<file path="config.mk">
export PLATFORM = sky130hd
export DESIGN_NAME = tcdm_copy_initiator
export DESIGN_NICKNAME = d
export VERILOG_FILES = /design/src/rtl/tcdm_copy_initiator.sv
export SDC_FILE = /design/constraint.sdc
export NUM_CORES = 1
export LEC_CHECK = 0
export CORE_ASPECT_RATIO = 0.8
export CORE_UTILIZATION = 44
export CTS_BUF_LIST = sky130_fd_sc_hd__clkbuf_4 sky130_fd_sc_hd__clkbuf_8 sky130_fd_sc_hd__clkbuf_16
export DETAILED_ROUTE_END_ITERATION = 10
export HOLD_SLACK_MARGIN = 0.08
export PLACE_DENSITY = 0.71
export SYNTH_ARGS = -nofsm -noshare
export SYNTH_HDL_FRONTEND = slang
export SYNTH_SLANG_ARGS = --single-unit
</file>
<file path="constraint.sdc">
create_clock -name clk_i -period 9.6 [get_ports clk_i]
set_input_delay 0.96 -clock clk_i [delete_from_list [all_inputs] [get_ports clk_i]]
set_output_delay 0.96 -clock clk_i [all_outputs]
set_load 0.05 [all_outputs]
</file>
<file path="src/rtl/tcdm_copy_initiator.sv">
// rtl/tcdm_copy_initiator.sv - TCDM initiator engine for COPY/FILL block transfers with running checksum
//
// Drives one TCDM port (req/gnt/r_valid). COPY reads len words from src and
// writes them to dst through a small read-data FIFO. FILL writes pattern+i to
// dst. The checksum is the modulo-2^32 sum of all data moved.
//
// Ports:
//   clk_i, rst_ni                 clock, asynchronous active-low reset
//   start_i, mode_i               start pulse (IDLE only), 0 = COPY, 1 = FILL
//   src_addr_i, dst_addr_i        byte addresses (bits [1:0] ignored)
//   len_i, pattern_i              length in words, FILL base value
//   busy_o, done_o, err_o         status; err_o is sticky until the next start
//   checksum_o                    running sum of moved data
//   tcdm_req_o .. tcdm_data_o     registered request channel
//   tcdm_gnt_i, tcdm_r_data_i,
//   tcdm_r_valid_i                grant and in-order read response

module tcdm_copy_initiator #(
    parameter int unsigned FIFO_DEPTH = 4,
    parameter int unsigned LEN_W      = 16
) (
    input  logic             clk_i,
    input  logic             rst_ni,
    input  logic             start_i,
    input  logic             mode_i,
    input  logic [31:0]      src_addr_i,
    input  logic [31:0]      dst_addr_i,
    input  logic [LEN_W-1:0] len_i,
    input  logic [31:0]      pattern_i,
    output logic             busy_o,
    output logic             done_o,
    output logic             err_o,
    output logic [31:0]      checksum_o,
    output logic             tcdm_req_o,
    output logic [31:0]      tcdm_add_o,
    output logic             tcdm_wen_o,
    output logic [3:0]       tcdm_be_o,
    output logic [31:0]      tcdm_data_o,
    input  logic             tcdm_gnt_i,
    input  logic [31:0]      tcdm_r_data_i,
    input  logic             tcdm_r_valid_i
);

    localparam int unsigned PTR_W = $clog2(FIFO_DEPTH);
    localparam int unsigned CNT_W = PTR_W + 1;
    localparam logic [CNT_W:0] DEPTH_C = (CNT_W + 1)'(FIFO_DEPTH);

    typedef enum logic [1:0] {
        S_IDLE,
        S_RUN,
        S_FIN
    } state_t;

    state_t           state_q, state_d;
    logic             mode_q, mode_d;
    logic [LEN_W-1:0] len_q, len_d;
    logic [31:0]      rd_addr_q, rd_addr_d;
    logic [31:0]      wr_addr_q, wr_addr_d;
    logic [31:0]      fill_q, fill_d;
    logic [LEN_W-1:0] rd_issued_q, rd_issued_d;
    logic [LEN_W-1:0] wr_issued_q, wr_issued_d;
    logic [LEN_W-1:0] wr_granted_q, wr_granted_d;
    logic [CNT_W-1:0] outst_q, outst_d;
    logic [CNT_W-1:0] fcnt_q, fcnt_d;
    logic [PTR_W-1:0] wptr_q, wptr_d;
    logic [PTR_W-1:0] rptr_q, rptr_d;
    logic [31:0]      checksum_q, checksum_d;
    logic             err_q, err_d;
    logic             req_q, req_d;
    logic [31:0]      add_q, add_d;
    logic             wen_q, wen_d;
    logic [31:0]      data_q, data_d;
    logic [3:0]       be_q, be_d;

    logic [31:0]      fifo_mem [FIFO_DEPTH];

    logic             accept, launch;
    logic             wr_fire, rd_fire, rv_ok, rv_bad, push, pop;
    logic             fin_cond, can_issue;
    logic [CNT_W-1:0] fcnt_left;
    logic [CNT_W:0]   occ_n;

    always_comb begin
        state_d      = state_q;
        mode_d       = mode_q;
        len_d        = len_q;
        rd_addr_d    = rd_addr_q;
        wr_addr_d    = wr_addr_q;
        fill_d       = fill_q;
        rd_issued_d  = rd_issued_q;
        wr_issued_d  = wr_issued_q;
        checksum_d   = checksum_q;
        err_d        = err_q;
        req_d        = req_q;
        add_d        = add_q;
        wen_d        = wen_q;
        data_d       = data_q;

        accept  = (state_q == S_IDLE) && start_i;
        launch  = accept && (len_i != '0);
        wr_fire = req_q && tcdm_gnt_i && !wen_q;
        rd_fire = req_q && tcdm_gnt_i && wen_q;
        rv_ok   = tcdm_r_valid_i && (outst_q != '0);
        rv_bad  = tcdm_r_valid_i && (outst_q == '0);
        push    = rv_ok;
        // A write leaves the FIFO only when granted, so the head stays put
        // (and data_q stays valid) while the request is stalled.
        pop     = wr_fire && !mode_q;

        outst_d      = outst_q + CNT_W'(rd_fire) - CNT_W'(rv_ok);
        fcnt_d       = fcnt_q + CNT_W'(push) - CNT_W'(pop);
        wptr_d       = wptr_q + PTR_W'(push);
        rptr_d       = rptr_q + PTR_W'(pop);
        wr_granted_d = wr_granted_q + LEN_W'(wr_fire);

        if (accept) begin
            checksum_d = '0;
        end else if (rv_ok) begin
            checksum_d = checksum_q + tcdm_r_data_i;
        end else if (wr_fire && mode_q) begin
            checksum_d = checksum_q + data_q;
        end

        if (accept) begin
            err_d = rv_bad;
        end else if (rv_bad) begin
            err_d = 1'b1;
        end

        fin_cond = (state_q == S_RUN) && (wr_granted_d == len_q) && (outst_d == '0);

        case (state_q)
            S_IDLE:  if (accept) state_d = launch ? S_RUN : S_FIN;
            S_RUN:   if (fin_cond) state_d = S_FIN;
            S_FIN:   state_d = S_IDLE;
            default: state_d = S_IDLE;
        endcase

        // On launch the first operation is chosen from the inputs directly so
        // that req rises in the cycle right after start.
        if (launch) begin
            mode_d       = mode_i;
            len_d        = len_i;
            rd_addr_d    = {src_addr_i[31:2], 2'b00};
            wr_addr_d    = {dst_addr_i[31:2], 2'b00};
            fill_d       = pattern_i;
            rd_issued_d  = '0;
            wr_issued_d  = '0;
            wr_granted_d = '0;
        end

        if (req_q && tcdm_gnt_i) begin
            req_d = 1'b0;
        end

        can_issue = (launch || ((state_q == S_RUN) && !fin_cond)) && (!req_q || tcdm_gnt_i);
        fcnt_left = fcnt_q - CNT_W'(pop);
        occ_n     = {1'b0, outst_d} + {1'b0, fcnt_d};

        if (can_issue) begin
            if (!mode_d) begin
                if (fcnt_left != '0) begin
                    req_d       = 1'b1;
                    wen_d       = 1'b0;
                    add_d       = wr_addr_d;
                    data_d      = fifo_mem[rptr_d];
                    wr_addr_d   = wr_addr_d + 32'd4;
                    wr_issued_d = wr_issued_d + LEN_W'(1);
                end else if ((rd_issued_d < len_d) && (occ_n < DEPTH_C)) begin
                    req_d       = 1'b1;
                    wen_d       = 1'b1;
                    add_d       = rd_addr_d;
                    rd_addr_d   = rd_addr_d + 32'd4;
                    rd_issued_d = rd_issued_d + LEN_W'(1);
                end
            end else if (wr_issued_d < len_d) begin
                req_d       = 1'b1;
                wen_d       = 1'b0;
                add_d       = wr_addr_d;
                data_d      = fill_d;
                fill_d      = fill_d + 32'd1;
                wr_addr_d   = wr_addr_d + 32'd4;
                wr_issued_d = wr_issued_d + LEN_W'(1);
            end
        end

        be_d = req_d ? 4'hF : 4'h0;
    end

    always_ff @(posedge clk_i or negedge rst_ni) begin
        if (!rst_ni) begin
            state_q      <= S_IDLE;
            mode_q       <= 1'b0;
            len_q        <= '0;
            rd_addr_q    <= '0;
            wr_addr_q    <= '0;
            fill_q       <= '0;
            rd_issued_q  <= '0;
            wr_issued_q  <= '0;
            wr_granted_q <= '0;
            outst_q      <= '0;
            fcnt_q       <= '0;
            wptr_q       <= '0;
            rptr_q       <= '0;
            checksum_q   <= '0;
            err_q        <= 1'b0;
            req_q        <= 1'b0;
            add_q        <= '0;
            wen_q        <= 1'b0;
            data_q       <= '0;
            be_q         <= '0;
        end else begin
            state_q      <= state_d;
            mode_q       <= mode_d;
            len_q        <= len_d;
            rd_addr_q    <= rd_addr_d;
            wr_addr_q    <= wr_addr_d;
            fill_q       <= fill_d;
            rd_issued_q  <= rd_issued_d;
            wr_issued_q  <= wr_issued_d;
            wr_granted_q <= wr_granted_d;
            outst_q      <= outst_d;
            fcnt_q       <= fcnt_d;
            wptr_q       <= wptr_d;
            rptr_q       <= rptr_d;
            checksum_q   <= checksum_d;
            err_q        <= err_d;
            req_q        <= req_d;
            add_q        <= add_d;
            wen_q        <= wen_d;
            data_q       <= data_d;
            be_q         <= be_d;
        end
    end

    // Storage only; emptiness is tracked by fcnt_q, so no reset is needed.
    always_ff @(posedge clk_i) begin
        if (push) begin
            fifo_mem[wptr_q] <= tcdm_r_data_i;
        end
    end

    assign busy_o      = (state_q != S_IDLE);
    assign done_o      = (state_q == S_FIN);
    assign err_o       = err_q;
    assign checksum_o  = checksum_q;
    assign tcdm_req_o  = req_q;
    assign tcdm_add_o  = add_q;
    assign tcdm_wen_o  = wen_q;
    assign tcdm_be_o   = be_q;
    assign tcdm_data_o = data_q;

endmodule

</file>
After elaboration in Yosys (flattened, before gate mapping). Memories as Yosys holds them, arrays and structs flattened. Cells that the tools add are included.

Flip-flop bits (word level): 276. Bits in writable memories: 128. Input port bits: 150. Output and inout port bits: 105. Logic and storage cells: 136. Memories: 1.

Memories: fifo_mem (words 4, bits a word 32, rd ports 1, clocked after Yosys merged registers in 0, wr ports 1, RTL line 75) `logic [31:0] fifo_mem [FIFO_DEPTH];`.

$add $sub $neg: 16. Magnitude comparators: 3. Equality and inequality tests: 6. Multiplexer cells: 56. Reductions and logical operators: 34.

Operators by type and width (count): 2-to-1 mux 32 bit (24); 2-to-1 mux 16 bit (12); adder 32 x 3 -> 32 bit (second input constant) (2); adder 32 bit (2); adder 16 x 1 -> 16 bit (second input constant) (2); adder 32 x 1 -> 32 bit (second input constant) (1); less-than comparator 16 bit (2); adder 16 x 1 -> 16 bit (1); equality test 16 bit (1); nonzero test 16 bit (1); 2-to-1 mux 1 bit (15); logical AND 1 bit (14); nonzero test 3 bit (4); subtractor 3 x 1 -> 3 bit (3); adder 3 x 1 -> 3 bit (2); zero test 3 bit (2); 2-to-1 mux 2 bit (3); AND reduction 3 bit (2); nonzero test 2 bit (3); adder 2 x 1 -> 2 bit (2); adder 3 x 3 -> 4 bit (1); zero test 1 bit (4); less-than comparator 4 x 3 -> 1 bit (second input constant) (1); 2-to-1 mux 4 bit (1); 8 further kinds (10).

Logic depth before layout (Yosys ltp). Gate-level depths: netlist of run 1.

Depth in word-level cells: 12. Depth in mapped cells: 23. Mapped depth without buffers: 18.

Worst setup path before layout of run 1. Ideal clock, no wire load.

Path kind: in2reg. Start: in len_i[4]. End: reg rd_addr_q[24]. Setup time: 0.125 ns. Arrival: 5.571 ns. Data required time: 9.475 ns. Slack: 3.904 ns. Stages: 21. Buffers on the path: 6. Cell sequence: nor4_1 -> nand4_1 -> o41ai_4 -> buf_4 -> buf_2 -> buf_2 -> buf_2 -> buf_2 -> buf_2 -> and2_1 -> ha_1 -> a21o_1 -> a21o_1 -> a21oi_1 -> o21ai_0 -> a22oi_1 -> nand3_2 -> nor4b_4 -> nand4b_1 -> xnor2_1 -> mux2_2.

Word-level cells in the longest chain between the ends: 9. Elaborated cells on any way between the ends: 15. Classes of those cells: add/sub: 1; order compare: 1; mux: 8; reduce/logical: 5.

RTL lines: start, declared (RTL line 28) `input logic [LEN_W-1:0] len_i,`; parallel branches: the longest is 8 deep, another holds adder 32 x 3 -> 32 bit; 2-to-1 mux 32 bit (*) (RTL line 160) `if (can_issue) begin`; net rd_addr_d[24] (RTL line 57) `logic [31:0] rd_addr_q, rd_addr_d;`; end signal, assigned (RTL line 216) `rd_addr_q <= rd_addr_d;`; end, declared (RTL line 57).

Mark *: on every way through the listed nets, which the timed path passes. A chain may end at the register's enable or synchronous reset.

Final worst setup path of run 1.
Start: in len_i[1]. End: reg wr_addr_q[23].

Word-level cells in the longest chain between the ends: 7. Elaborated cells on any way between the ends: 14. Classes of those cells: add/sub: 1; order compare: 1; mux: 8; reduce/logical: 4.

RTL lines: nonzero test 16 bit (RTL line 100) `launch = accept && (len_i != '0);`; logical AND 1 bit (RTL line 100); 2-to-1 mux 32 bit or 2-to-1 mux 16 bit (tied branches) (RTL line 141) `if (launch) begin`; adder 32 x 3 -> 32 bit or less-than comparator 16 bit (tied branches) (RTL line 167, 182, 176); 2-to-1 mux 32 bit, on equally long branches (RTL line 162, 176); 2-to-1 mux 32 bit (RTL line 161) `if (!mode_d) begin`; 2-to-1 mux 32 bit (*) (RTL line 160); net wr_addr_d[23] (RTL line 58) `logic [31:0] wr_addr_q, wr_addr_d;`; end signal, assigned (RTL line 217) `wr_addr_q <= wr_addr_d;`; end, declared (RTL line 58).

The timed path passes the listed nets; every way through them passes the cells marked *.

==> flow_summary.ini, run 1 <==
[outcome]
run_status = completed

[sta]
final-max-slew-violation-count = 0
worst_slew_pin_slew_ns = 1.23
setup_tns_ns = 0
max_clock_freq_mhz = 169
worst_slew_margin_rel_pct = 17.8
timing.final.crit_share_pct = 61.6
worst_setup_slack_after_layout_ns = 3.68
final_setup_skew_ns = 0.0184
finalCriticalPeriod_ns = 5.92
rsz0062_at_grt = no
setup_viol = 0
finalHoldViolations = 0

[job]
max_cap_viol_count = 0

[grt]
largest_net_degree_at_the_start_of_global_routing = 170
track_usage_pct = 24.5
number_of_antenna_violations_at_the_first_check_in_global_routing = 11
grt_overflow_total = 0
first_global_vias = 17598
wire_length_of_the_first_global_routing_pass_um = 99200

[routing]
wire_per_inst_um = 19.9
detail_route.wirelength_um = 63000
dr_total_vias = 17795
drt_first_iter_violations = 1616
drt.antenna.violating_nets = 0
route.detailed.drc = 0
drtPass1Iterations = 6
drt-vias-per-instance = 5.62

[yosys]
asyncSetResetFlopFracSynth_pct = 68.0
synth-seq-cells = 400
post_synth_edffs = 128
mappedNetlistNets = 2477
mappedNetlistArea_mm2 = 0.0225
number_of_warnings_reported_in_the_yosys_synthesis_log = 0
syn_avg_cell_area_um2 = 9.99
synthDistinctLibCells = 78
proportion_of_synthesized_chip_area_in_sequential_cells_pct = 47.4
gate_count_of_the_mapped_netlist = 2250
dominantRegCellSynth = sky130_fd_sc_hd__dfrtp_1

[worst_setup_path]
crit_path_max_fanout = 133
cp.arrival_ns = 6.38
crit_path_cell_trace = clkdlybuf4s50_1 > nor3_1 > nand4_1 > o41ai_4 > buf_12 > mux2i_1 > ha_1 > a21o_1 > a21o_1 > a21oi_1 > o21a_1 > o221a_2 > a21o_2 > nand4_4 > or4_1 > nor3b_2 > xnor2_1
critical_path.top_delay_family = simple AND/OR/NAND/NOR gates
cp.buffers_inverters = 2
critical_path.slowest_cell = sky130_fd_sc_hd__or4_1
timing.critical_path.to_type = register
cell_type_with_the_highest_occurrence_count_on_the_critical_path = sky130_fd_sc_hd__a21o_1
timing_worst_setup_path_type = input port to register
start_kind = input port
required_ns = 10.07
critical_path.max_stage_delay_ns = 0.89

[clock_tree]
cts_made_buffers = 42
clock_insertion_delay_worst_skew_ns = 0.56
clock_tree_from_tritoncts = yes
cts_repair_resize_count = 0
cts_setup_buffers = 0
ctsHtreeMaxLevel = 2
cts_num_sinks = 400
clock_path_buffers = 3
clock_tree.root_cell = sky130_fd_sc_hd__clkbuf_16
clock_pin_slew_reported_for_the_worst_setup_and_hold_paths_after_clock_tree_synthesis_ns = 0.06
hold_buffers = 0

[cells_and_area]
final_layout_size_suffix_gt1_share_pct = 7.72
flow.area_growth_from_synthesis_pct = 20.4
layout.filler_cells = 4362
layout_commonest_cell = sky130_fd_sc_hd__nand2_1
mostFrequentLayoutCells = 397 x sky130_fd_sc_hd__nand2_1, 272 x sky130_fd_sc_hd__dfrtp_1, 249 x sky130_fd_sc_hd__clkdlybuf4s50_1, 172 x sky130_fd_sc_hd__nand3_1, 128 x sky130_fd_sc_hd__edfxtp_1
final_net_count = 2682

[floorplan]
die-width_um = 255
start_util_pct = 44.9
boundaryPins = 255
die_height_um = 204
core.rowCount = 73
design.die.area_mm2 = 0.0520
core_area_mm2 = 0.0501

[power]
leakagePower_nw = 11.4
powerDensity_mw_per_mm2 = 340
total_power_mw = 9.19
power.ir.vdd_worst_v = 0.000246

[place]
placement_stage_worst_setup_slack_ns = 3.02
globalplace.congestion = 0.913
place.detailed.hpwl_um = 44200
io_buffer_count = 250

[hold_path]
hold_path.class = input port to asynchronous set/reset pin
==> final cells by class <==
type / instances / area, um2 / share of cell area (%)
Antenna cell: 5 / 12.5 / 0.0463
Clock buffer: 62 / 1240 / 4.60
Clock inverter: 15 / 178 / 0.657
Inverter: 77 / 289 / 1.07
Multi-Input combinational cell: 1662 / 11100 / 41.2
Sequential cell: 400 / 10700 / 39.4
Tap cell: 675 / 845 / 3.12
Timing Repair Buffer: 272 / 2700 / 9.97
==> registers in the layout, summed over array words and instances (netlist names) <==
signal        cells
mode_q            1
rptr_q            2
tcdm_wen_o        1
wptr_q            2
tcdm_add_o       32
fifo_mem        128
tcdm_be_o         1
outst_q           3
wr_issued_q      16
fcnt_q            3
err_o             1
tcdm_data_o      32
state_q           2
len_q            16
wr_granted_q     16
rd_issued_q      16
rd_addr_q        32
wr_addr_q        32
checksum_o       32
fill_q           32
==> Yosys cell counts, types with 6 or more instances <==
cell | n | area share, %
sky130_fd_sc_hd__dfrtp_1 | 272 | 30
sky130_fd_sc_hd__o21ai_0 | 105 | 2.3
sky130_fd_sc_hd__nor2b_1 | 9 | 0.25
sky130_fd_sc_hd__a21oi_1 | 89 | 2.0
sky130_fd_sc_hd__nor2_1 | 124 | 2.1
sky130_fd_sc_hd__nand4_1 | 44 | 1.2
sky130_fd_sc_hd__clkbuf_1 | 59 | 0.99
sky130_fd_sc_hd__and2_1 | 47 | 1.3
sky130_fd_sc_hd__buf_2 | 27 | 0.60
sky130_fd_sc_hd__mux2i_1 | 96 | 4.3
sky130_fd_sc_hd__a21o_1 | 26 | 0.87
sky130_fd_sc_hd__edfxtp_1 | 128 | 17
sky130_fd_sc_hd__xor2_1 | 72 | 2.8
sky130_fd_sc_hd__nand2_1 | 397 | 6.6
sky130_fd_sc_hd__xnor2_1 | 116 | 4.5
sky130_fd_sc_hd__nand3b_1 | 6 | 0.20
sky130_fd_sc_hd__nand2b_1 | 8 | 0.22
sky130_fd_sc_hd__nand3_1 | 172 | 3.8
sky130_fd_sc_hd__inv_1 | 76 | 1.3
sky130_fd_sc_hd__ha_1 | 74 | 4.1
sky130_fd_sc_hd__nor4_1 | 10 | 0.28
sky130_fd_sc_hd__a31oi_1 | 7 | 0.19
sky130_fd_sc_hd__nor3b_1 | 7 | 0.23
sky130_fd_sc_hd__and4_1 | 7 | 0.27
sky130_fd_sc_hd__nor3_1 | 45 | 1.0
sky130_fd_sc_hd__or3_1 | 8 | 0.22
sky130_fd_sc_hd__buf_4 | 8 | 0.27
sky130_fd_sc_hd__mux4_2 | 32 | 3.2
sky130_fd_sc_hd__and3_1 | 36 | 1.0
sky130_fd_sc_hd__mux2_2 | 16 | 0.80
sky130_fd_sc_hd__a211oi_1 | 9 | 0.30
sky130_fd_sc_hd__buf_1 | 16 | 0.27
sky130_fd_sc_hd__o211ai_1 | 7 | 0.23
==> layer usage <==
| metal | routed length (um) | global-route usage [%] | vias up |
|---|---|---|---|
| met1 | 26700 | 33.6 | 8706 |
| li1 | - | - | 8332 |
| met3 | 5060 | 4.71 | 102 |
| met5 | 81 | 0 | - |
| met4 | 1790 | 7.08 | 12 |
| met2 | 29400 | 39.5 | 643 |
==> where the power goes <==
part / internal [mW] / switching [mW] / total [mW]
Clock: 0.985 / 0.693 / 1.68
Combinational: 1.75 / 2.95 / 4.69
Sequential: 2.37 / 0.448 / 2.82
Total: 5.10 / 4.09 / 9.19
==> logic make-up after synthesis <==
family | Yosys count | synth area share [%]
simple gates | 962 | 20.9
flops | 400 | 47.4
compound gates | 283 | 7.57
xor+xnor | 194 | 7.93
buf+inv | 188 | 3.43
mux | 144 | 8.29
fa+ha+maj | 79 | 4.48
==> metrics by stage <==
| step | util [%] | hold WS, ns | area [um2] | instances |
|---|---|---|---|---|
| final | 54.0 | 0.418 | 27100 | 3168 |
| after global routing | 54.0 | 0.488 | 27000 | 3166 |
| after CTS | 54.0 | 0.482 | 27000 | 3163 |
| after detailed placement | 51.2 | 0.469 | 25600 | 3086 |
| after global placement | 51.2 | 0.465 | 25600 | 3086 |
| after floorplan | - | 0.449 | 22500 | 2250 |
==> path summary, 6_finish.rpt <==
path | start | to | cells past startpoint | slack [ns]
min | rst_ni | rd_issued_q[11] | 1 | 0.42
min in group clk_i | wr_addr_q[1] | wr_addr_q[1] | 1 | 0.48
max in group asynchronous | rst_ni | tcdm_data_o[22] | 2 | 7.67
max reg2reg | outst_q[2] | rd_addr_q[31] | 18 | 3.94
min reg2reg | wr_addr_q[1] | wr_addr_q[1] | 1 | 0.48
max | len_i[1] | wr_addr_q[23] | 17 | 3.68
Note: power is estimated with default switching activity, not from simulation.
==> run 2, diff against run 1 <==
- clock period: 9.6 -> 6 ns (I/O delays scaled with it)
==> flow_summary.ini, run 2 (synthesis gave the netlist of run 1 again) <==
[sta]
finalCriticalPeriod_ns = 5.27
final-max-slew-violation-count = 0
setup_viol = 0
max_clock_freq_mhz = 190
final_setup_skew_ns = 0.0306
worst_slew_margin_rel_pct = 14.2
rsz0062_at_grt = no
worst_slew_pin_slew_ns = 1.28
timing.final.crit_share_pct = 87.8
finalHoldViolations = 0
setup_tns_ns = 0

[worst_setup_path]
timing.critical_path.to_type = register
critical_path.max_stage_delay_ns = 0.69
critical_path.slowest_cell = sky130_fd_sc_hd__nor4b_4
cp.buffers_inverters = 3
cell_type_with_the_highest_occurrence_count_on_the_critical_path = sky130_fd_sc_hd__a21o_1
required_ns = 6.50
critical_path.top_delay_family = simple AND/OR/NAND/NOR gates
cp.arrival_ns = 5.77
timing_worst_setup_path_type = input port to register
start_kind = input port
crit_path_cell_trace = clkdlybuf4s50_1 > nor3_1 > nand4_1 > o41ai_4 > buf_12 > buf_4 > mux2i_1 > ha_1 > a21o_1 > a21o_1 > a21oi_1 > o21ai_0 > a22oi_1 > nand3_2 > nor4b_4 > nand3_1 > nor4_2 > xnor2_1
crit_path_max_fanout = 39

[place]
place.detailed.instances = 3102
place.detailed.hpwl_um = 45800
globalplace.congestion = 0.876
io_buffer_count = 250

[grt]
grt_overflow_total = 0
wire_length_of_the_first_global_routing_pass_um = 100000
track_usage_pct = 25.0
largest_net_degree_at_the_start_of_global_routing = 156
number_of_antenna_violations_at_the_first_check_in_global_routing = 15
first_global_vias = 17877

[clock_tree]
clock_path_buffers = 3
clock_tree.root_cell = sky130_fd_sc_hd__clkbuf_16
hold_buffers = 0
clock_tree_from_tritoncts = yes
cts_num_sinks = 400
cts_setup_buffers = 0
ctsHtreeMaxLevel = 2
cts_repair_resize_count = 0
cts_made_buffers = 44
clock_insertion_delay_worst_skew_ns = 0.59
clock_pin_slew_reported_for_the_worst_setup_and_hold_paths_after_clock_tree_synthesis_ns = 0.06

[floorplan]
core.rowCount = 73
die_height_um = 204
boundaryPins = 255
core_area_mm2 = 0.0501
start_util_pct = 44.9
design.die.area_mm2 = 0.0520
die-width_um = 255

[cells_and_area]
mostFrequentLayoutCells = 397 x sky130_fd_sc_hd__nand2_1, 272 x sky130_fd_sc_hd__dfrtp_1, 249 x sky130_fd_sc_hd__clkdlybuf4s50_1, 172 x sky130_fd_sc_hd__nand3_1, 128 x sky130_fd_sc_hd__edfxtp_1
instances_no_fill = 3191
registers.top_by_ff_count = fifo_mem
final_layout_size_suffix_gt1_share_pct = 8.46
flow.area_growth_from_synthesis_pct = 21.3
layout_commonest_cell = sky130_fd_sc_hd__nand2_1
final_net_count = 2700
largest_register_ff_count = 128

[routing]
detail_route.wirelength_um = 64400
wire_per_inst_um = 20.2
drt_first_iter_violations = 1534
dr_total_vias = 17905
drtPass1Iterations = 8
drt.antenna.violating_nets = 0
route.detailed.drc = 0
drt-vias-per-instance = 5.61

[hold_path]
hold_path.class = input port to asynchronous set/reset pin

[outcome]
run_status = completed

[job]
max_cap_viol_count = 0

[power]
power.ir.vdd_worst_v = 0.000398
powerDensity_mw_per_mm2 = 550
leakagePower_nw = 11.6
## run 2: cell count changes in the layout (fill, tap and decap cells not counted), sizes merged
cell      previous run  this run
buf                 23        39
clkinvlp             1         2
diode                5         9
inv                 77        78
bufinv               3         4
## run 2: layout make-up
class                      instances  area, um2
antenna                            9       22.5
clock buffer                      62       1270
clock inverter                    18        218
fill                            4350      22800
inverter                          77        289
multi-input combinational       1662      11100
sequential                       400      10700
tap                              675        845
timing repair buffer             288       2830
## run 2: power breakdown
part | internal (mW) | switching (mW) | total (mW)
registers | 3.79 | 0.707 | 4.50
logic | 2.89 | 4.81 | 7.70
clock network | 1.65 | 1.14 | 2.79
total | 8.33 | 6.66 | 15.0
## run 2: worst paths after layout
kind                                   start             end  slack [ns]  cells after the start
max in group asynchronous             rst_ni  tcdm_data_o[1]        4.43                      2
worst min-delay path                  rst_ni  rd_issued_q[8]        0.12                      1
worst max register to register    outst_q[2]   rd_addr_q[31]        0.75                     17
worst max-delay path                len_i[0]   rd_addr_q[31]        0.73                     18
min in group clk_i              wr_addr_q[0]    wr_addr_q[0]        0.48                      1
worst min register to register  wr_addr_q[0]    wr_addr_q[0]        0.48                      1
## run 2: routing by layer
metal | routed length [um] | global-route usage [%] | vias up
met4 | 1930 | 8.68 | 14
met2 | 30200 | 40.5 | 608
met5 | 88 | 0 | -
met3 | 5010 | 4.62 | 112
met1 | 27200 | 33.6 | 8814
li1 | - | - | 8357
## run 2: per-stage QoR
step / instance area (um2) / power [mW] / hold slack, ns / worst slack, ns / utilization, %
2_1_floorplan: 22500 / 9.75 / 0.304 / 0.664 / -
6_report: 27300 / 15.0 / 0.117 / 0.733 / 54.5
3_5_place_dp: 25800 / 12.2 / 0.467 / 0.150 / 51.4
4_1_cts: 27200 / 15.1 / 0.149 / 0.727 / 54.4
3_3_place_gp: 25800 / 12.0 / 0.466 / 0.242 / 51.4
5_1_grt: 27200 / 15.9 / 0.198 / 0.392 / 54.4
## run 2: worst reg2reg max path, delay by kind of cell, from the launching register on
kind | cells | cell delay, ns
compound gates | 1 | 0.40
simple gates | 7 | 2.57
xor+xnor | 3 | 0.59
flops | 1 | 0.40
fa+ha+maj | 4 | 1.13
buf+inv | 2 | 0.10
